<file path="config.mk">
export PLATFORM = sky130hd
export DESIGN_NAME = scan_decoder
export DESIGN_NICKNAME = d
export VERILOG_FILES = /design/src/rtl/scan_decoder.sv
export SDC_FILE = /design/constraint.sdc
export NUM_CORES = 1
export LEC_CHECK = 0
export ABC_AREA = 1
export BUFFER_PORTS_ARGS = -buffer_cell sky130_fd_sc_hd__buf_2
export CAP_MARGIN = 10
export CORE_MARGIN = 3
export CORE_UTILIZATION = 49
export DETAILED_ROUTE_END_ITERATION = 8
export PLACE_DENSITY = 0.87
export SLEW_MARGIN = 0
export SYNTH_ARGS = -nofsm -noshare
export SYNTH_HDL_FRONTEND = slang
export SYNTH_SLANG_ARGS = --single-unit
</file>
<file path="constraint.sdc">
create_clock -name clk_i -period 2.5 [get_ports clk_i]
set_input_delay 0.625 -clock clk_i [delete_from_list [all_inputs] [get_ports clk_i]]
set_output_delay 0.625 -clock clk_i [all_outputs]
set_load 0.03 [all_outputs]
</file>
<file path="src/rtl/scan_decoder.sv">
// rtl/scan_decoder.sv - registered N-to-2^N one-hot decoder with autonomous scan mode
// Index, dwell counter and decoded lines all update on the same edge, so decoded always matches index.
module scan_decoder #(
  parameter int SEL_W  = 4,
  parameter int DWELL  = 8,
  parameter int INVERT = 0
) (
  input  logic                clk_i,
  input  logic                reset_i,
  input  logic                mode_i,
  input  logic                enable_i,
  input  logic                load_i,
  input  logic [SEL_W-1:0]    sel_in_i,
  output logic [2**SEL_W-1:0] decoded_o,
  output logic [SEL_W-1:0]    index_o,
  output logic                wrap_o
);

  localparam int OUT_W = 2**SEL_W;
  localparam int CNT_W = (DWELL > 1) ? $clog2(DWELL) : 1;
  localparam logic [CNT_W-1:0] CNT_LAST = CNT_W'(DWELL - 1);
  localparam logic [SEL_W-1:0] IDX_LAST = {SEL_W{1'b1}};
  // XOR mask applied to every decoded value, blank included, for active-low boards
  localparam logic [OUT_W-1:0] POL_MASK = (INVERT != 0) ? {OUT_W{1'b1}} : {OUT_W{1'b0}};

  logic [SEL_W-1:0] index_q, index_d;
  logic [CNT_W-1:0] cnt_q, cnt_d;
  logic             wrap_q, wrap_d;
  logic [OUT_W-1:0] decoded_q, decoded_d;

  always_comb begin
    index_d = index_q;
    cnt_d   = cnt_q;
    wrap_d  = 1'b0;
    if (load_i) begin
      index_d = sel_in_i;
      cnt_d   = '0;
    end else if (mode_i && enable_i) begin
      if (cnt_q == CNT_LAST) begin
        index_d = index_q + SEL_W'(1);
        cnt_d   = '0;
        wrap_d  = (index_q == IDX_LAST);
      end else begin
        cnt_d = cnt_q + CNT_W'(1);
      end
    end else if (!mode_i) begin
      // direct mode keeps the counter cleared so a later scan starts with a full dwell
      cnt_d = '0;
    end
    decoded_d = (enable_i ? (OUT_W'(1) << index_d) : {OUT_W{1'b0}}) ^ POL_MASK;
  end

  always_ff @(posedge clk_i) begin
    if (reset_i) begin
      index_q   <= '0;
      cnt_q     <= '0;
      wrap_q    <= 1'b0;
      decoded_q <= POL_MASK;
    end else begin
      index_q   <= index_d;
      cnt_q     <= cnt_d;
      wrap_q    <= wrap_d;
      decoded_q <= decoded_d;
    end
  end

  assign decoded_o = decoded_q;
  assign index_o   = index_q;
  assign wrap_o    = wrap_q;

endmodule

</file>
# Word level (Yosys, flattened, before mapping)
# Index checks and enable logic that the tools add are counted.
# classes
n_bitwise	3
n_reduce_logical	4
n_shift	1
n_eq_ne	3
mux	6
add_sub_neg	2
# ops
cell	n
$shl A1 B4 Y16 const A	1
$mux W4	3
$mux W3	3
$add A4 B1 Y4 const B	1
$eq A4 B4 Y1 const B	1
$reduce_or A2 Y1	2
$reduce_or A4 Y1	1
$add A3 B1 Y3 const B	1
$eq A3 B3 Y1 const B	1
$not A1 Y1	3
$ne A2 B1 Y1 const B	1
$logic_and A1 B1 Y1	1
# word_totals
out_inout_bits	21
elab_cells	23
regBits	24
inputBits	9

# Logic depth before layout (Yosys ltp)
# logic_depth
word_depth	5
ltp_mapped	10
depth_no_buf	10

# Worst setup path before layout
# No wires, ideal clock.
# synth_path
path_type	register to register
start	reg index_q[1] (netlist: index_o[1])
end	reg decoded_q[12] (netlist: decoded_o[12])
t_arrival_ns	1.340
setup_slack_ns	1.095
synth_period_minus_slack_ns	1.405
n_path_buf	0
stages_incl_launch_ff	9
cell_sequence	dfxtp_1 ha_1 inv_1 nand4_1 nand3_1 nand2_1 nor2_1 nand2_1 nor2_1
# synth_between
elab_chain_cells	5
# synth_lines
element	line_no	text
from (decl)	26	logic [SEL_W-1:0] index_q, index_d;
from (signal assigned)	60	index_q <= index_d;
$add A4 B1 Y4	40	index_d = index_q + SEL_W'(1);
$mux W4	39	if (cnt_q == CNT_LAST) begin
$mux W4 *	38	end else if (mode_i && enable_i) begin
$mux W4 *	35	if (load_i) begin
$shl A1 B4 Y16 *	50	decoded_d = (enable_i ? (OUT_W'(1) << index_d) : {OUT_W{1'b0}}) ^ POL_MASK;
to (signal assigned)	63	decoded_q <= decoded_d;
to (decl)	29	logic [OUT_W-1:0] decoded_q, decoded_d;
# Mark *: on every way between the ends. The rest lies on a longest branch, timed or not.
# A chain may end at the register's enable or synchronous reset.

# Final worst setup path
# layout_path
start	reg cnt_q[0]
end	reg decoded_q[11] (netlist: decoded_o[11])
# layout_between
elab_chain_cells	5
# layout_lines
element	line_no	text
from (decl)	27	logic [CNT_W-1:0] cnt_q, cnt_d;
from (signal assigned)	61	cnt_q <= cnt_d;
$eq A3 B3 Y1	39	
$mux W4	39	
$mux W4	38	
$mux W4	35	
$shl A1 B4 Y16	50	
# Every way passes these cells.

==> impl_metrics.yaml <==
final_layout:
  final_nets: 176
  n_fill_cell: 177
  drive_gt1_share_pct: 29.63
  final_cell_mix: "nand2_1, buf_2, nor2_1, dfxtp_1, nand3_1"
  fin_cells: 189
  final_area_um2: 1249
  antennaDiodeCount: 0
  synthToLayoutAreaGrowth_pct: 19.24
  register_area_um2: 480.5
  layout_commonest_cell: "nand2_1"
  multi_input_area_um2: 499.2
clock_network:
  hold_buffers: 0
  cts_buffers: 3
  clk_latency_ps: 320
  postCtsSetupRepairBufs: 0
  cts_resized: 0
  cts_tree: "done"
  cts_max_level: 1
  cts_sinks: 24
  cts_buffer_depth: 2
  clk_pin_slew_ps: 130
  cts_root_buffer: "clkbuf_4"
timing:
  worst_pin_slew_ps: 340.4
  max_freq_mhz: 600.4
  rsz0062_at_grt: "no"
  setup_tns_ps: 0
  slew_violations: 0
  fin_skew_ps: 5.496
  max_slew_margin_pct: 77.22
  hold_slack_ps: 510.2
  hold_viol: 0
  finalSetupViolCount: 0
  timing.final.ws_setup_ps: 834.3
  period_minus_slack_ps: 1666
  period_share_pct: 66.63
yosys:
  yosysTopAreaCell: "dfxtp_1"
  synth_mux_area_share_pct: 0
  ys_ff_latch: 24
  ys_types: 22
  synth-adder-area-share_pct: 4.779
  syn_area_per_cell_um2: 7.934
  yosys.area_share.simple_pct: 40.98
  netlist_area_um2: 1047
  synthTopCellsByArea: "dfxtp_1, nand2_1, nor2_1"
  synth_xor_area_share_pct: 0
  ys_seq_area_share_pct: 45.88
  netlist_instances: 132
  synth_top_family_by_area: "simple AND/OR/NAND/NOR gates"
  synth_top_area_share_pct: 45.88
  synth-compound-area-share_pct: 1.912
  ys.warnings.count: 0
  syn_nets: 145
floorplanning:
  die_h_um: 52.23
  fp.dieArea_um2: 2728
  core_um2: 2002
  die_w_um: 52.23
  io_pins: 30
  num_rows: 16
  initial_core_util_pct: 52.31
power:
  powerDensity_nw_per_um2: 620.7
  p_leak_uw: 0.0006156
  peakVddDrop_uv: 421.8
route:
  first_pass_iters: 4
  via_count: 949
  final_antenna_net_count: 0
  drc: 0
  drtIter0Drc: 42
  vias_per_cell: 5.021
  drt_wl_total_um: 2172
  post_drt_wl_per_cell_um: 11.49
critical_path:
  critPathRequiredTime_ps: 2760
  cp-end-kind: "register"
  crit_start: "cnt_q[0]$_SDFFE_PP0P_"
  worstPathMaxFanout: 8
  reg2reg_from: "cnt_q[0]$_SDFFE_PP0P_"
  critPathLaunchType: "register"
  cp.arrival_ps: 1930
  critPathKind: "reg -> reg"
min_path:
  hold_path_class: "reg -> reg"
  min-delay-start: "cnt_q[1]$_SDFFE_PP0P_"
placed_design:
  hpwl_um: 1669
  place_inst: 185
  io_buffers: 29
  postPlaceCellArea_um2: 1196
  dp_slack_ps: 890.8
  globalplace.congestion: 0.8629
status:
  status: "finished clean"
global_route:
  grt_max_degree: 15
  track_usage_pct: 18.32
  antenna_found_initial: 0
  overflow: 0
  grt_pass1_vias: 884
  grt_pass1_wl_um: 3705
flow_run:
  cap_violations: 0
==> layout make-up <==
class	count	area share (%)
well taps	27	2.705
clock buffers	3	1.804
inverters	10	3.006
clock inverters	1	2.405
repair buffers	29	11.62
multi-input cells	95	39.98
flip-flops and latches	24	38.48
==> sequential cells by signal, summed over array words and instances (netlist names) <==
| register | cells |
|---|---|
| decoded_o | 16 |
| cnt_q | 3 |
| wrap_o | 1 |
| index_o | 4 |
==> metrics by stage <==
stage               total power, uW  util [%]
floorplan                     480.8         -
global placement              501.9     59.75
detailed placement            505.0     59.75
CTS                           779.5     62.38
global route                  805.8     62.38
finish                        775.1     62.38
==> cell families after synthesis <==
family,Yosys count
AO/OA/AOI/OAI,4
adder cells (fa/ha/maj),4
buffers and inverters,13
flip-flops,24
AND/OR/NAND/NOR,87
==> worst paths after layout <==
check                              to  slack, ps  depth (start not counted)
max          decoded_o[11]$_SDFF_PP0_        830                          8
min             cnt_q[1]$_SDFFE_PP0P_        510                          2
max reg2reg  decoded_o[11]$_SDFF_PP0_        830                          8
min reg2reg     cnt_q[1]$_SDFFE_PP0P_        510                          2
==> worst max-delay path: stages (launching register included) <==
cell	delay, ps
dfxtp_1	380
ha_1	190
ha_1	280
nand3_2	130
nor2_2	150
nand2_1	90
nand3_2	90
nand3_2	150
nor2_1	160
==> cell usage after synthesis <==
cell	instances
a21oi_1	4
buf_4	1
buf_6	2
dfxtp_1	24
ha_1	4
inv_1	7
inv_2	3
nand2_1	33
nand2_2	1
nand2_4	1
nand3_1	9
nand3_2	5
nand3_4	1
nand4_1	4
nor2_1	25
nor2_2	1
nor2_4	1
nor3_1	1
or2_0	1
or2_1	2
or2_2	1
or2_4	1
==> where the power goes <==
group	total [uW]	leakage [uW]	switching (uW)	internal, uW
registers	398	0.000195	6.42	391
clock network	278	0.0000279	115	162
logic	99.6	0.000393	69.5	30.2
==> per-layer routing <==
layer | vias to the layer above | part of all wire, % | global-route usage, %
met2 | 51 | 48 | 30.96
met5 | - | 0 | 0
li1 | 479 | - | -
met1 | 406 | 40 | 22.16
met4 | 0 | 4.2 | 10.21
met3 | 13 | 8.2 | 2.564
No activity file was read; power rests on OpenSTA's default activity.
